**src/rtl/range_sequencer_if.sv**
```systemverilog
// Purpose: bundles the sample-load, start and consumer-side signals of range_sequencer.
// Ports (master = producer/driver side, slave = range_sequencer):
//   wr_en, wr_data, start                         -> toward the sequencer
//   go, finish, data_out                          <- consumer strobes and sample
//   count, busy, done, start_err, overflow        <- status
interface range_sequencer_if #(
    parameter int unsigned WIDTH = 8,
    parameter int unsigned DEPTH = 8
);
    localparam int unsigned CW = $clog2(DEPTH) + 1;

    logic             wr_en;
    logic [WIDTH-1:0] wr_data;
    logic             start;
    logic             go;
    logic             finish;
    logic [WIDTH-1:0] data_out;
    logic [CW-1:0]    count;
    logic             busy;
    logic             done;
    logic             start_err;
    logic             overflow;

    modport master (
        output wr_en, wr_data, start,
        input  go, finish, data_out, count, busy, done, start_err, overflow
    );

    modport slave (
        input  wr_en, wr_data, start,
        output go, finish, data_out, count, busy, done, start_err, overflow
    );
endinterface

```
**src/rtl/range_sequencer.sv**
```systemverilog
// Purpose: buffers samples in a circular store and, on start, emits the whole
// buffered burst one sample per cycle with go/finish strobes on first/last.
// Ports:
//   clock  - rising-edge clock
//   reset  - synchronous active-high reset (priority over wr_en/start)
//   bus    - range_sequencer_if.slave: wr_en/wr_data/start in;
//            go/finish/data_out/count/busy/done/start_err/overflow out (all registered)
module range_sequencer #(
    parameter int unsigned WIDTH = 8,
    parameter int unsigned DEPTH = 8
) (
    input  logic             clock,
    input  logic             reset,
    range_sequencer_if.slave bus
);
    localparam int unsigned PW = (DEPTH > 1) ? $clog2(DEPTH) : 1;
    localparam int unsigned CW = $clog2(DEPTH) + 1;

    typedef enum logic [1:0] {
        IDLE = 2'd0,
        SEND = 2'd1,
        DONE = 2'd2
    } state_e;

    state_e           state_q, state_d;
    logic [WIDTH-1:0] mem_q [DEPTH];
    logic [PW-1:0]    wr_ptr_q, wr_ptr_d;
    logic [PW-1:0]    rd_ptr_q, rd_ptr_d;
    logic [CW-1:0]    count_q, count_d;
    logic [CW-1:0]    remain_q, remain_d;
    logic [CW-1:0]    count_eff_c;
    logic             mem_we_c;
    logic             go_q, go_d;
    logic             finish_q, finish_d;
    logic [WIDTH-1:0] data_q, data_d;
    logic             busy_q, busy_d;
    logic             done_q, done_d;
    logic             start_err_q, start_err_d;
    logic             overflow_q, overflow_d;

    // Next-state and output decode
    always_comb begin
        state_d     = state_q;
        wr_ptr_d    = wr_ptr_q;
        rd_ptr_d    = rd_ptr_q;
        count_d     = count_q;
        remain_d    = remain_q;
        count_eff_c = count_q;
        mem_we_c    = 1'b0;
        go_d        = 1'b0;
        finish_d    = 1'b0;
        data_d      = data_q;
        busy_d      = 1'b0;
        done_d      = 1'b0;
        start_err_d = 1'b0;
        overflow_d  = overflow_q;

        unique case (state_q)
            IDLE: begin
                if (bus.wr_en) begin
                    if (count_q == CW'(DEPTH)) begin
                        overflow_d = 1'b1;
                    end else begin
                        mem_we_c    = 1'b1;
                        wr_ptr_d    = wr_ptr_q + PW'(1);
                        count_eff_c = count_q + CW'(1);
                    end
                end
                count_d = count_eff_c;
                // A same-edge write counts toward the burst; the oldest sample
                // is already in the store because at least one was buffered.
                if (bus.start) begin
                    if (count_eff_c >= CW'(2)) begin
                        state_d  = SEND;
                        go_d     = 1'b1;
                        busy_d   = 1'b1;
                        data_d   = mem_q[rd_ptr_q];
                        rd_ptr_d = rd_ptr_q + PW'(1);
                        count_d  = count_eff_c - CW'(1);
                        remain_d = count_eff_c - CW'(1);
                    end else begin
                        start_err_d = 1'b1;
                    end
                end
            end
            SEND: begin
                if (bus.wr_en) begin
                    overflow_d = 1'b1;
                end
                // remain_q counts samples still to present after the current one
                if (remain_q != CW'(0)) begin
                    data_d   = mem_q[rd_ptr_q];
                    rd_ptr_d = rd_ptr_q + PW'(1);
                    count_d  = count_q - CW'(1);
                    remain_d = remain_q - CW'(1);
                    busy_d   = 1'b1;
                    finish_d = (remain_q == CW'(1));
                end else begin
                    state_d = DONE;
                    done_d  = 1'b1;
                end
            end
            DONE: begin
                if (bus.wr_en) begin
                    overflow_d = 1'b1;
                end
                state_d = IDLE;
            end
            default: begin
                state_d = IDLE;
            end
        endcase
    end

    // State and output registers
    always_ff @(posedge clock) begin
        if (reset) begin
            state_q     <= IDLE;
            wr_ptr_q    <= '0;
            rd_ptr_q    <= '0;
            count_q     <= '0;
            remain_q    <= '0;
            go_q        <= 1'b0;
            finish_q    <= 1'b0;
            data_q      <= '0;
            busy_q      <= 1'b0;
            done_q      <= 1'b0;
            start_err_q <= 1'b0;
            overflow_q  <= 1'b0;
        end else begin
            state_q     <= state_d;
            wr_ptr_q    <= wr_ptr_d;
            rd_ptr_q    <= rd_ptr_d;
            count_q     <= count_d;
            remain_q    <= remain_d;
            go_q        <= go_d;
            finish_q    <= finish_d;
            data_q      <= data_d;
            busy_q      <= busy_d;
            done_q      <= done_d;
            start_err_q <= start_err_d;
            overflow_q  <= overflow_d;
        end
    end

    // Sample store; contents need no reset since pointers and count are cleared
    always_ff @(posedge clock) begin
        if (mem_we_c && !reset) begin
            mem_q[wr_ptr_q] <= bus.wr_data;
        end
    end

    assign bus.go        = go_q;
    assign bus.finish    = finish_q;
    assign bus.data_out  = data_q;
    assign bus.count     = count_q;
    assign bus.busy      = busy_q;
    assign bus.done      = done_q;
    assign bus.start_err = start_err_q;
    assign bus.overflow  = overflow_q;
endmodule

```
**src/flat_wrapper.sv**
```systemverilog
// flat-port wrapper written by rule: the top's interface ports become plain ports
module range_sequencer_flat 
#(
    parameter int unsigned WIDTH = 8,
    parameter int unsigned DEPTH = 8
)
  (clock, reset, bus_wr_en, bus_wr_data, bus_start, bus_go, bus_finish, bus_data_out, bus_count, bus_busy, bus_done, bus_start_err, bus_overflow);
  range_sequencer_if #(.WIDTH(WIDTH), .DEPTH(DEPTH)) bus_i ();
  input  logic clock;
  input  logic reset;
  input wire logic [$bits(bus_i.wr_en)-1:0] bus_wr_en;
  input wire logic [$bits(bus_i.wr_data)-1:0] bus_wr_data;
  input wire logic [$bits(bus_i.start)-1:0] bus_start;
  output wire logic [$bits(bus_i.go)-1:0] bus_go;
  output wire logic [$bits(bus_i.finish)-1:0] bus_finish;
  output wire logic [$bits(bus_i.data_out)-1:0] bus_data_out;
  output wire logic [$bits(bus_i.count)-1:0] bus_count;
  output wire logic [$bits(bus_i.busy)-1:0] bus_busy;
  output wire logic [$bits(bus_i.done)-1:0] bus_done;
  output wire logic [$bits(bus_i.start_err)-1:0] bus_start_err;
  output wire logic [$bits(bus_i.overflow)-1:0] bus_overflow;
  assign bus_i.wr_en = bus_wr_en;
  assign bus_i.wr_data = bus_wr_data;
  assign bus_i.start = bus_start;
  assign bus_go = bus_i.go;
  assign bus_finish = bus_i.finish;
  assign bus_data_out = bus_i.data_out;
  assign bus_count = bus_i.count;
  assign bus_busy = bus_i.busy;
  assign bus_done = bus_i.done;
  assign bus_start_err = bus_i.start_err;
  assign bus_overflow = bus_i.overflow;
  range_sequencer #(.WIDTH(WIDTH), .DEPTH(DEPTH)) u_core (.clock(clock), .reset(reset), .bus(bus_i));
endmodule
```
**config.mk**
```make
export PLATFORM = sky130hd
export DESIGN_NAME = range_sequencer_flat
export DESIGN_NICKNAME = d
export VERILOG_FILES = /design/src/rtl/range_sequencer_if.sv /design/src/rtl/range_sequencer.sv /design/src/flat_wrapper.sv
export SDC_FILE = /design/constraint.sdc
export NUM_CORES = 1
export LEC_CHECK = 0
export CAP_MARGIN = 15
export CORE_AREA = 2 2 93 95
export DETAILED_ROUTE_END_ITERATION = 6
export DIE_AREA = 0 0 95 97
export MAX_ROUTING_LAYER = met4
export PLACE_DENSITY = 0.81
export SYNTH_ARGS = -nofsm -noshare
export SYNTH_HDL_FRONTEND = slang
export SYNTH_SLANG_ARGS = --single-unit
```
**constraint.sdc**
```tcl
create_clock -name clock -period 3.13 [get_ports clock]
set_clock_uncertainty 0.2 [all_clocks]
set_input_delay 0.626 -clock clock [delete_from_list [all_inputs] [get_ports clock]]
set_output_delay 0.626 -clock clock [all_outputs]
set_load 0.02 [all_outputs]
```
### Word-level counts from Yosys, hierarchy flattened

Memories as Yosys holds them, arrays and structs flattened. A register that Yosys moved wholly into a read port is not among the register bits.
Cells that the tools add are included.
W data, S select, Z words.

* add/sub/neg operators: 6
* multipliers: 0
* divide/modulo/power cells: 0
* magnitude comparators: 1
* equality and inequality tests: 11
* shift-type cells: 0
* mux-type cells: 40
* bitwise operators: 5
* reductions and logical operators: 16

Operators with widths (count)
* $mux W4: 9
* $mux W8: 3
* $pmux W4 S2: 2
* $pmux W8 S2: 1
* $mux W3: 5
* $mux W1: 13
* $sub A4 B1 Y4 const B: 3
* $ne A2 B1 Y1 const B: 4
* $reduce_and A4 Y1: 2
* $add A3 B1 Y3 const B: 2
* $mux W2: 3
* $ne A2 B2 Y1 const B: 3
* $pmux W3 S2: 1
* $reduce_and A3 Y1: 2
* $reduce_or A2 Y1: 3
* $reduce_or A3 Y1: 2
* $not A1 Y1: 5
* $add A4 B1 Y4 const B: 1
* $eq A4 B1 Y1 const B: 1
* $eq A4 B4 Y1 const B: 1
* $ge A4 B2 Y1 const B: 1
* $pmux W1 S2: 2
* $pmux W2 S2: 1
* $reduce_bool A2 Y1: 2
* 7 further kinds: 7

* register bits after elaboration: 30
* bits in latches: 0
* RAM bits: 64
* bits in read-only memories: 0
* input bits: 12
* output and inout bits: 18
* word-level logic and storage cells: 92
* memories: 1

Memory list
* u_core.mem_q: words 8, bits a word 8, read ports 1, clocked after Yosys merged registers in 1, wr ports 1, line range_sequencer.sv:26 `logic [WIDTH-1:0] mem_q [DEPTH];`

### Depth between registers and ports, before layout

Gate-level depths: netlist of run 1.

* word-level depth: 10
* gate-level depth with buffers: 12
* depth with buffers taken out: 11

### Worst setup path before layout of run 1

OpenSTA, ideal clock, no wires.

* path type: register to register
* start point: register u_core.count_q[0] (netlist: u_core.bus.count[0])
* end point: register u_core.data_q[1] (netlist: u_core.bus.data_out[1])
* setup time: 0.079 ns
* arrival: 3.105 ns
* data required time: 2.851 ns
* slack: -0.255 ns
* cell stages (with the launch flop): 13
* path buffers: 1
* cell sequence: dfxtp_1 > inv_1 > ha_1 > and4b_2 > a211oi_1 > ha_1 > and2b_1 > mux2i_4 > o31ai_4 > a21boi_4 > buf_8 > nor2_2 > a211oi_2

* word-level cells in the longest chain between the ends: 7
* elaborated cells between the ends (all ways): 8
* classes of those cells: add/sub (1); order compare (1); eq/ne (2); mux (3); reduce/logical (1)

Ends and longest elaborated chain
* start: declaration: line range_sequencer.sv:29 `logic [CW-1:0] count_q, count_d;`
* start signal: assignment: line range_sequencer.sv:134 `count_q <= count_d;`
* $add A4 B1 Y4 or $eq A4 B4 Y1 (tied branches): line range_sequencer.sv:66, range_sequencer.sv:61
* $mux W4: line range_sequencer.sv:61 `if (count_q == CW'(DEPTH)) begin`
* $mux W4 (*): line range_sequencer.sv:60 `if (bus.wr_en) begin`
* $mux W4 (*): line range_sequencer.sv:58 `unique case (state_q)`
* $ge A4 B2 Y1 (*): line range_sequencer.sv:73 `if (count_eff_c >= CW'(2)) begin`
* $ne A2 B1 Y1 (no line) (*)
* $reduce_and A4 Y1 (no line) (*)
* end signal: assignment: line range_sequencer.sv:138 `data_q <= data_d;`
* end: declaration: line range_sequencer.sv:35 `logic [WIDTH-1:0] data_q, data_d;`

Every way passes the cells marked *; elsewhere a longest branch is shown, timed or not. The select of a mux whose other input is x is not followed.
A chain may end at the register's enable or synchronous reset.

### Worst setup path after layout of run 1

* start point: input bus_wr_en
* end point: register u_core.remain_q[3]

* word-level cells in the longest chain between the ends: 6
* elaborated cells between the ends (all ways): 9
* classes of those cells: add/sub (1); order compare (1); eq/ne (1); mux (5); reduce/logical (1)

Ends and longest elaborated chain
* start: declaration: line flat_wrapper.sv:11 `input wire logic [$bits(bus_i.wr_en)-1:0] bus_wr_en;`
* $mux W4 (*): line range_sequencer.sv:60
* $mux W4 (*): line range_sequencer.sv:58
* $sub A4 B1 Y4: line range_sequencer.sv:80 `remain_d = count_eff_c - CW'(1);`
* $mux W4: line range_sequencer.sv:73
* $mux W4: line range_sequencer.sv:72 `if (bus.start) begin`
* $pmux W4 S2: line range_sequencer.sv:58
* end signal: assignment: line range_sequencer.sv:135 `remain_q <= remain_d;`
* end: declaration: line range_sequencer.sv:30 `logic [CW-1:0] remain_q, remain_d;`

Marks and branches as above.

==> summary by stage, run 1 <==
Run status
The flow ran to the end, and the final reports show no timing, DRC or antenna violations.

Worst setup path
The required time at the worst-slack endpoint is 3.18 ns. The top fanout value on the critical path is 8. The worst register-to-register path has a depth of 12.

The worst reg2reg path endpoint is u_core.remain_q[3]. The startpoint type of the worst setup path is an input pin. The startpoint identified for the worst register-to-register timing path is u_core.bus.count[0].

The most critical setup path has its endpoint at u_core.remain_q[3]. The worst setup path is of the input pin to flop kind. The endpoint arrival time on the critical path is 3.02 ns.

STA classifies the critical path endpoint as a flop. The start point of the critical path is bus_wr_en. Across all register-to-register paths, the minimum setup slack is 0.21 ns.

CTS
The register clock-pin slew on the reported worst setup and hold paths is 0.10 ns. The total clock sinks is 97. TritonCTS created 9 clock buffers. For the worst-skew pair, the clock arrives at the later sink with an insertion delay of 0.37 ns.

Counting along the longest clock path gives a buffer depth of 2. TritonCTS built the clock tree. The clock root buffer is clkbuf_8. The H-tree generated during clock tree synthesis spans 3 levels. The hold-fix buffer count after cts is 0.

Placed design
After detailed placement, the total cell area comes to 4770 um^2. The final weighted congestion in routability-driven placement is 0.830. Before CTS, the worst setup slack after placement is -0.242 ns. The number of buffers added on ports is 29. The placed wire-length estimate after detailed placement is 5280 um.

Die
In this run the standard cell core region covers 8130 um^2. The placement row count is 33. Once the floorplan was initialized, standard cells occupied 52.5% of the core.

In this run the vertical extent of the chip is 97 um. The floorplan step set the die width to 95 um. The area of the die is 9220 um^2. The number of top-level pins is 30.

STA
The part of the cycle the worst path needs is 94.9%. Hold timing on the final database bottoms out at a slack of 0.287 ns. Setup violations remaining at the end of the flow were counted as 0. The number of failing hold endpoints at the final stage is 0.

For the finished layout, the period the worst path requires is 2.97 ns. The setup slack after layout is 0.160 ns. Timing would allow up to 337 MHz. The number of pins exceeding their max-slew limit in the final report is 0. At the pin with the least slew margin, the transition time is 0.770 ns. In this run the tightest slew margin relative to its limit is 48.6%.

Setup repair after global routing could not meet its margin everywhere.

Drt
The number of nets with antenna violations after detailed routing is 0. The number of detailed-routing iterations run before antenna repair is 4. The DRC violation count after routing is 0. After detailed routing, the total wire length is 7710 um. The average via count per standard cell is 5.52. The via count is 2537. In the final routed layout, each cell accounts on average for 16.8 um. The initial DRC count is 166.

Synthesis
The sequential fraction of the synthesis area is 60.4%. The number of enable flip-flop cells after synthesis is 64. After synthesis the cells add up to 4270 um^2. The post-synthesis cell type count is 51.

After synthesis, the share of flip-flops with an asynchronous set or reset is 0%. During synthesis, Yosys emitted a total of 0 warnings. The number of nets handed over by synthesis was 320. The flip-flop and latch count after synthesis is 97. In the synthesized netlist, the number of instances is 298. The mean post-synth cell area is 14.3 um^2. In the synthesized netlist the dominant register cell turns out to be edfxtp_1.

Power and ir drop
Across the VDD grid, the largest voltage drop is 533 uV. Summed over all cells, the static leakage comes to 1.72 nW. Dividing total power by cell area gives a power density of 908 nW/um^2.

Finish
The net total in the final layout is 372. In the layout the commonest cells are edfxtp_1 (64), nor2_1 (31), dfxtp_1 (31). Leaving out fill and tap cells, the most frequent cell in the layout is edfxtp_1. The multi-input combinational cell area is 1530 um^2. The fraction of final layout cells with drive strength greater than 1 is 26.2%. The area of all placed cells without fillers is 4990 um^2. The layout-stage area growth over the synthesis result is 16.8%. The total of fill cells in the finished design is 619.

Summing all flip-flop and latch instances after layout gives 2590 um^2. 0 antenna diodes ended up in the layout.

GRT
Entering global routing, the biggest net connects 31 pins. The met1 demand-to-capacity share in global routing is 24.4%. The total congestion overflow is 0. The number of global-route vias before repair is 2547. The global-route met3 utilization is 4.52%. The global-route wire length before repair is 12800 um.

The number of antenna violations at the first check in global routing is 0. The most heavily used metal layer in global routing is met2. For this run, global-route usage on met2 was measured as 30.8%. For this run, the total global-route usage over all layers was measured as 19.0%.

Job
Max-cap violations in this run came to 0.

Min path
In this run the worst hold path is classified as flop to flop.
## repair_timing
action | in CTS | in global routing
buffers inserted | 0 | 1
gates resized for setup | 0 | 3
endpoints found under the setup margin | 0 | 11
## critical path, cell delays in order
cell,delay (ns)
clkdlybuf4s50_1,0.54
and2b_1,0.21
a211oi_2,0.24
ha_2,0.24
and2b_1,0.20
mux2i_4,0.18
o31ai_4,0.11
a21boi_4,0.28
buf_4,0.16
mux2i_1,0.17
a31oi_1,0.09
## logic make-up (layout without fill, tap and decap cells)
| logic type | Yosys count | in the layout | synth area share [%] |
|---|---|---|---|
| compound gates | 46 | 46 | 9.31 |
| mux | 32 | 32 | 12.5 |
| fa+ha+maj | 10 | 10 | 2.93 |
| flops | 97 | 97 | 60.4 |
| buf+inv | 27 | 84 | 4.04 |
| simple gates | 78 | 78 | 9.16 |
| xor+xnor | 8 | 8 | 1.64 |
## per-layer routing
layer  part of all wire (%)  vias to the layer above
met4                    1.3                        0
met5                      0                        -
met2                     52                       62
met1                     43                     1246
li1                       -                     1221
met3                    4.2                        8
## synthesized netlist by cell type (4+ instances only)
cell type,count,area [um^2]
nand3_1,4,20.0
mux2i_1,14,140
mux4_2,16,360
nand2_1,9,33.8
ha_1,10,125
a21oi_1,11,55.1
o21ai_0,7,35.0
nor3_1,9,45.0
dfxtp_1,33,661
xnor2_1,5,43.8
edfxtp_1,64,1920
inv_1,11,41.3
nor2_2,8,50.1
nor2_1,31,116
a211oi_2,8,100
## worst min-delay path by stage
stage | startpoint | end | slack [ns] | depth (start not counted)
3_3_place_gp | u_core.remain_q[1] | u_core.remain_q[1] | 0.27 | 2
6_report | u_core.remain_q[1] | u_core.remain_q[1] | 0.29 | 2
4_1_cts | u_core.remain_q[1] | u_core.remain_q[1] | 0.29 | 2
3_5_place_dp | u_core.remain_q[1] | u_core.remain_q[1] | 0.27 | 2
5_1_grt | u_core.remain_q[1] | u_core.remain_q[1] | 0.31 | 2
2_1_floorplan | u_core.remain_q[1] | u_core.remain_q[1] | 0.25 | 2
## flip-flops by register name, indices dropped and copies added (netlist names), 2 cells and up, named ones only
register             flops
u_core.rd_ptr_q          3
u_core.mem_q            64
u_core.state_q           2
u_core.wr_ptr_q          3
u_core.bus.data_out      8
u_core.remain_q          4
u_core.bus.count         4
## report_power, final
part / switching [mW] / internal (mW)
clock network: 0.487 / 0.321
logic: 1.06 / 0.970
registers: 0.142 / 1.55
total: 1.69 / 2.84
## cell type report
type / count / share of cell area, %
clock buffer: 9 / 2.48
clock inverter: 7 / 1.60
inverter: 12 / 0.902
multi-input combinational: 174 / 30.6
sequential: 97 / 51.8
tap: 105 / 2.63
timing repair buffer: 56 / 9.95
## metrics by stage
| stage | setup TNS, ns | instances | util (%) | power (mW) |
|---|---|---|---|---|
| after floorplan | 0 | 298 | - | 3.18 |
| after global placement | -3.20 | 443 | 58.7 | 3.66 |
| after detailed placement | -3.68 | 443 | 58.7 | 3.72 |
| after CTS | 0 | 459 | 61.2 | 4.53 |
| after global routing | -0.00938 | 460 | 61.4 | 4.83 |
| final | 0 | 460 | 61.4 | 4.53 |
Note: power is estimated with default switching activity, not from simulation.
==> run 2: changes to the inputs <==
--- a/config.mk
+++ b/config.mk
@@ -6,11 +6,11 @@
 export NUM_CORES = 1
 export LEC_CHECK = 0
 export CAP_MARGIN = 15
-export CORE_AREA = 2 2 93 95
+export CORE_AREA = 2 2 88 90
 export DETAILED_ROUTE_END_ITERATION = 6
-export DIE_AREA = 0 0 95 97
+export DIE_AREA = 0 0 90 92
 export MAX_ROUTING_LAYER = met4
-export PLACE_DENSITY = 0.81
+export PLACE_DENSITY = 0.85
 export SYNTH_ARGS = -nofsm -noshare
 export SYNTH_HDL_FRONTEND = slang
 export SYNTH_SLANG_ARGS = --single-unit
==> constraint.sdc (replaced) <==
create_clock -name clock -period 3.73 [get_ports clock]
set_clock_uncertainty 0.2 [all_clocks]
set_input_delay 0.746 -clock clock [delete_from_list [all_inputs] [get_ports clock]]
set_output_delay 0.746 -clock clock [all_outputs]
set_load 0.02 [all_outputs]
==> run 2 against run 1 <==
Effect of this change:
- core utilization up 4.6 points
- critical path depth unchanged
- first-iteration DRC count down 2.4%
- global-route usage up 1.3 points
- critical path type unchanged
==> summary by stage, run 2 (synthesized netlist as in run 1, its figures left out) <==
STA
The measured slew at the worst slew-check pin is 0.762 ns (-0.00709 ns). The number of endpoints failing setup at the final stage is 0 (unchanged). The setup slack after layout came to 0.329 ns (+0.169 ns). The number of failing hold endpoints at the final stage is 0 (unchanged). In the finished design, the share of the clock period the worst path needs comes to 91.2%. The worst path needs 3.40 ns of the cycle, external delays included. The normalized max-slew margin is 49.1% (+0.47 points).

The achievable frequency is 294 MHz. Setup repair after global routing left no endpoint under its margin. The number of pins exceeding their max-slew limit in the final report was 0 (unchanged).

CTS
The number of instances resized during post-cts repair is 0 (unchanged). The insertion delay of the later-clocked pin in the worst-skew pair was 0.36 ns (about the same). The total clock sinks is 97 (unchanged). In this run the clock root is driven by a clkbuf_8. The register clock-pin slew on the reported worst setup and hold paths is 0.11 ns (about the same). The hold-fix buffer count after cts was 0 (unchanged). The worst-case clock buffer depth is 2 (unchanged). The total setup buffers inserted after CTS is 0 (unchanged). The number of buffers inserted during clock tree synthesis is 9 (unchanged).

The depth of the CTS H-tree is 3 (unchanged). The TritonCTS clock tree is yes.

Worst setup path
The endpoint arrival time on the critical path is 3.49 ns (+0.47 ns). Traced cell by cell, the critical path runs through clkdlybuf4s50_1, and2b_1, a211oi_1, ha_1, and2b_1, mux2i_4, o31ai_4, a21boi_4, buf_4, nor2_2, a211oi_2. The top fanout value on the critical path came to 11 (+3). The kind of critical path is input pin to flop.

The required time at the worst-slack endpoint is 3.82 ns (+0.64 ns). Counting stages on the worst path, the most repeated cell is and2b_1. The startpoint type of the worst setup path is an input pin.

The largest delay contributor family on the critical path is compound AO/OA/AOI/OAI gates. The worst setup path is captured at a flop. The stage delay of the slowest cell on the critical path is 0.54 ns (about the same).

The critical path buffer and inverter count was 2 (unchanged). For this design, the slowest cell found on the critical path is clkdlybuf4s50_1.

Finish
The fraction of final layout cells with drive strength greater than 1 was 23.8% (-2.4 points). The top register by number of flip-flops is u_core.mem_q. The most common library cell in the layout ignoring fill and taps is edfxtp_1.

The flip-flop count of the largest register after layout was 64 (unchanged). The total of fill cells in the finished design is 540 (-13%). The number of antenna cells inserted is 0 (unchanged). The net total in the final layout is 366 (-1.6%). The top cell types in the final layout, fill and taps aside, are edfxtp_1 (64), dfxtp_1 (33), nor2_1 (31). Compared with the post-synthesis result, the final layout area differs by 15.0%.

Power and ir drop
The power after layout is 3.71 mW (-18%). The worst IR drop on VDD is 428 uV (-20%). The ratio of total power to cell area is 756 nW/um^2 (-17%). The total leakage power is 1.69 nW (-2.0%).

GRT
The number of global-route vias before repair is 2432 (-4.5%). The total congestion overflow was 0 (unchanged). The global-route total usage across every layer was 20.3% (+1.3 points).

The largest net degree at the start of global routing is 32 (+3.2%). The global-route wire length before repair is 12500 um (-2.3%). The number of antenna violations at the first check in global routing is 0 (unchanged).

Die
The area of the core region was 7450 um^2 (-8.4%). The number of top-level pins is 30 (unchanged). The starting density of the core is 57.4% (+4.8 points). The chip height was 92 um (-5.2%). The die width is 90 um (-5.3%). The placement row count was 32 (-3.0%). The area of the die came to 8280 um^2 (-10%).

Placed design
The placed wire-length estimate after detailed placement was 5350 um (+1.4%). The number of buffers added on ports is 29 (unchanged). The final weighted congestion in routability-driven placement is 0.920 (+11%). The worst slack after detailed placement is -0.0227 ns (+0.220 ns).

Run status
The flow ran to the end, and the final reports show no timing, DRC or antenna violations.

Drt
The number of detailed-routing iterations run before antenna repair is 4 (unchanged). The via count is 2542 (+0.20%). The initial DRC count is 162 (-2.4%).

The DRC violation count after routing is 0 (unchanged). The number of nets with antenna violations after detailed routing was 0 (unchanged). The routed wire length per instance is 17.4 um (+3.6%). The average via count per standard cell is 5.64 (+2.2%). The total length of routed wires was 7840 um (+1.6%).

Min path
The path class of the tightest hold or removal check is flop to flop.

Job
The count of maximum capacitance violations is 0 (unchanged).
-- run 2: changes by cell type in the layout (fill, tap and decap cells not counted) --
cell,before,now
buf_4,26,21
inv_6,1,2
inv_8,2,3
a211oi_1,2,3
dfxtp_1,31,33
inv_12,1,0
ha_1,9,10
dfxtp_2,1,0
buf_6,1,0
ha_2,1,0
a211oi_2,9,8
dfxtp_4,1,0
clkinv_8,1,0
-- run 2: where the power goes --
group | leakage, nW | internal (mW) | total (mW) | switching, mW
logic | 0.743 | 0.751 | 1.62 | 0.865
clock network | 0.0962 | 0.262 | 0.661 | 0.398
registers | 0.848 | 1.30 | 1.44 | 0.140
total | 1.69 | 2.31 | 3.71 | 1.40
-- run 2: area by class of cell --
class	count	area (um^2)	share of cell area, %
clock inverters	7	67.6	1.38
multi-input cells	174	1520	30.9
clock buffers	9	124	2.52
well taps	102	128	2.60
inverters	12	45.0	0.917
flip-flops and latches	97	2580	52.6
repair buffers	50	448	9.12
-- run 2: worst min-delay path, stage by stage, from the launching register on --
cell and delay (ns):
dfxtp_1 0.34, a21oi_1 0.04, nor2_1 0.07
-- run 2: through the flow --
stage	hold WS [ns]	utilization (%)	area [um^2]	instances	TNS, ns
finish	0.285	66.0	4910	451	0
global placement	0.261	63.4	4720	435	0
detailed placement	0.272	63.4	4720	435	-0.0494
global route	0.313	66.0	4910	451	0
floorplan	0.248	-	4270	298	0
CTS	0.296	66.0	4910	451	0
-- run 2: worst paths after layout --
check | from | endpoint | slack (ns) | cells after the start
max reg2reg | u_core.bus.count[0] | u_core.bus.data_out[7] | 0.38 | 12
min reg2reg | u_core.bus.overflow | u_core.bus.overflow | 0.29 | 2
max | bus_wr_en | u_core.bus.data_out[7] | 0.33 | 11
min | u_core.bus.overflow | u_core.bus.overflow | 0.29 | 2
-- run 2: routing by layer --
layer / vias up / global-route usage [%] / share of wire [%]
met5: - / - / 0
met4: 0 / 7.95 / 1.0
met3: 7 / 2.55 / 3.9
met2: 61 / 34.5 / 53
met1: 1265 / 25.1 / 42
li1: 1209 / - / -
==> run 3: changes to the inputs <==
--- a/config.mk
+++ b/config.mk
@@ -6,11 +6,13 @@
 export NUM_CORES = 1
 export LEC_CHECK = 0
 export CAP_MARGIN = 15
-export CORE_AREA = 2 2 88 90
+export CELL_PAD_IN_SITES_DETAIL_PLACEMENT = 0
+export CELL_PAD_IN_SITES_GLOBAL_PLACEMENT = 2
+export CORE_AREA = 2 2 101 103
 export DETAILED_ROUTE_END_ITERATION = 6
-export DIE_AREA = 0 0 90 92
+export DIE_AREA = 0 0 103 105
 export MAX_ROUTING_LAYER = met4
-export PLACE_DENSITY = 0.85
+export PLACE_DENSITY = 0.88
 export SYNTH_ARGS = -nofsm -noshare
 export SYNTH_HDL_FRONTEND = slang
 export SYNTH_SLANG_ARGS = --single-unit
==> run 3 against run 2 <==
Effect of this change:
- core utilization is 15 points lower
- count of clock-buffer cells in the layout stayed put
- sequential cell count stayed put
- total power is 0.35% lower
- global-route usage is 4.1 points lower
- register-to-register slack better by 0.03 ns
- non-clock buffer count is 2 lower
- via count is 2.7% lower
- first-iteration DRC count is 35% lower
- clock power is 0.8% higher
==> summary by stage, run 3 (synthesized netlist as in run 1, its figures left out) <==
Drt
The number of nets with antenna violations after detailed routing was 0 (unchanged). The via count is 2473 (-2.7%). The initial DRC count came to 105 (-35%). The average via count per standard cell is 5.15 (-8.6%). The DRC violation count after routing was 0 (unchanged). The number of detailed-routing iterations run before antenna repair was 4 (unchanged). The routed wire length per instance came to 16.4 um (-5.7%). The total length of routed wires is 7870 um (+0.40%).

STA
The number of failing hold endpoints at the final stage is 0 (unchanged). The measured slew at the worst slew-check pin is 1.01 ns (+0.246 ns). The normalized max-slew margin was 32.7% (-16 points). The final worst hold slack came to 0.275 ns (-0.0103 ns). The sum of negative setup slack is 0 ns (unchanged). The number of pins exceeding their max-slew limit in the final report came to 0 (unchanged).

The part of the cycle the worst path needs is 89.6% (-1.6 points). Setup repair after global routing left no endpoint under its margin. The achievable frequency is 299 MHz (+1.8%). The time the final worst path needs with I/O delays and setup is 3.34 ns (-0.0605 ns). The number of endpoints failing setup at the final stage came to 0 (unchanged).

Finish
Compared with the post-synthesis result, the final layout area differs by 15.6%. The flip-flop and latch area is 2580 um^2 (unchanged). The number of antenna cells inserted is 0 (unchanged). The count of placed standard cells in the final layout, fillers left out was 480 (+6.4%).

The total of fill cells in the finished design came to 875 (+62%). The fraction of final layout cells with drive strength greater than 1 is 23.3% (-0.44 points). The flip-flop count of the largest register after layout is 64 (unchanged). The area of all placed cells without fillers came to 4940 um^2 (+0.56%). In the layout the commonest cells are edfxtp_1 (64), dfxtp_1 (33), nor2_1 (31). The net total in the final layout was 364 (-0.55%). The top register by number of flip-flops is u_core.mem_q. The most common library cell in the layout ignoring fill and taps is edfxtp_1. The multi-input combinational cell area is 1520 um^2 (unchanged).

Worst setup path
The top fanout value on the critical path was 10 (-1). The setup slack of the most critical reg-to-reg path is 0.41 ns (+0.03 ns). The startpoint of the lowest-slack register-to-register path is u_core.bus.count[0]. The setup path with the least slack is of type input pin to flop. The worst register-to-register path ends at u_core.bus.data_out[5]. The worst-case reg-to-reg path depth came to 12 (unchanged).

STA classifies the critical path endpoint as a flop. The required time at the worst-slack endpoint is 3.81 ns (about the same). The endpoint arrival time on the critical path was 3.42 ns (-0.07 ns). The worst setup path is launched from an input pin.

Placed design
The placed wire-length estimate after detailed placement is 5270 um (-1.5%). The number of buffers added on ports came to 29 (unchanged). The number of cells in the design after placement is 464 (+6.7%). The standard cell area after detailed placement is 4750 um^2 (+0.50%). The final weighted congestion in routability-driven placement was 0.799 (-13%).

CTS
The worst-case clock buffer depth was 2 (unchanged). The TritonCTS clock tree is yes. The tree is rooted in a clkbuf_8.

The insertion delay of the later-clocked pin in the worst-skew pair was 0.36 ns (about the same). The hold-fix buffer count after cts is 0 (unchanged). The total clock sinks came to 97 (unchanged). The number of buffers inserted during clock tree synthesis is 9 (unchanged).

The register clock-pin slew on the reported worst setup and hold paths is 0.10 ns (about the same). The total setup buffers inserted after CTS is 0 (unchanged). The number of instances resized during post-cts repair is 0 (unchanged). The depth of the CTS H-tree came to 3 (unchanged).

Power and ir drop
The proportion of power drawn by the clock network is 18.0% (+0.2 points). The ratio of total power to cell area is 749 nW/um^2 (-0.90%). The worst IR drop on VDD came to 333 uV (-22%). The combinational power share is 42.5% (-1.0 points). The total internal power is 2.31 mW (-0.19%). The fraction of power consumed by sequential logic is 39.5% (+0.8 points). The net switching power is 1.39 mW (-0.61%). The switching power as a share of total power is 37.7% (-0.098 points).

The total leakage power is 1.68 nW (-0.41%).

Die
The number of top-level pins came to 30 (unchanged). The area of the core region is 9640 um^2 (+29%). The die width came to 103 um (+14%). The starting density of the core is 44.3% (-13 points). The chip height is 105 um (+14%).

The placement row count came to 36 (+13%). The area of the die is 10800 um^2 (+31%).

Min path
The number of cells on the worst hold path is 2 (unchanged). For hold timing, the worst endpoint is u_core.remain_q[1]. The tightest min-delay check is of the flop to flop type. The hold path startpoint is u_core.remain_q[1].

Run status
The run finished with clean final reports.

GRT
The number of antenna violations at the first check in global routing is 0 (unchanged). The number of global-route vias before repair is 2415 (-0.70%). The global-route total usage across every layer came to 16.2% (-4.1 points). The largest net degree at the start of global routing is 32 (unchanged). The total congestion overflow is 0 (unchanged).

The global-route wire length before repair is 12800 um (+2.2%).

Job
The count of maximum capacitance violations was 0 (unchanged).
[run 3: critical path, stage by stage]
cell and delay [ns]:
clkdlybuf4s50_1 0.53, and2b_1 0.20, a211oi_1 0.33, ha_1 0.26
and2b_1 0.21, mux2i_4 0.19, o31ai_4 0.11, a21boi_4 0.32
buf_4 0.27, nor2_2 0.05, a211oi_2 0.19
[run 3: layout make-up]
cell class	count	area share (%)
clock buffer	9	2.51
inverter	12	0.912
multi-input combinational	174	30.7
sequential	97	52.3
tap	133	3.37
timing repair buffer	48	8.76
clock inverter	7	1.44
[run 3: how the worst max path moves through the flow]
stage	from	endpoint	slack (ns)	cells after the start
6_report	bus_wr_en	u_core.bus.data_out[5]	0.39	11
3_3_place_gp	bus_wr_en	u_core.bus.data_out[6]	0.1	11
2_1_floorplan	u_core.bus.count[0]	u_core.bus.data_out[1]	0.35	12
4_1_cts	bus_wr_en	u_core.bus.data_out[5]	0.39	11
3_5_place_dp	bus_wr_en	u_core.bus.data_out[5]	0.01	11
5_1_grt	u_core.bus.count[0]	u_core.bus.data_out[5]	0.19	12
[run 3: stage by stage]
step	utilization, %	total power, mW	worst slack [ns]
3_3_place_gp	49.2	3.05	0.0996
3_5_place_dp	49.2	3.07	0.0146
2_1_floorplan	-	2.66	0.345
4_1_cts	51.3	3.74	0.388
6_report	51.3	3.70	0.389
5_1_grt	51.3	3.97	0.189
[run 3: per-layer routing]
| layer | up-vias | global-route usage, % | wire (um) |
|---|---|---|---|
| met5 | - | - | 0 |
| met4 | 0 | 4.51 | 50 |
| met3 | 4 | 2.68 | 284 |
| met2 | 46 | 25.3 | 3980 |
| met1 | 1222 | 21.8 | 3550 |
| li1 | 1201 | - | - |
[run 3: power by group through the flow]
stage | registers [mW] | logic, mW | clock network, mW
3_3_place_gp | 1.49 | 1.56 | 0
4_1_cts | 1.47 | 1.59 | 0.686
2_1_floorplan | 1.47 | 1.19 | 0
6_report | 1.46 | 1.57 | 0.666
5_1_grt | 1.49 | 1.75 | 0.729
3_5_place_dp | 1.49 | 1.58 | 0
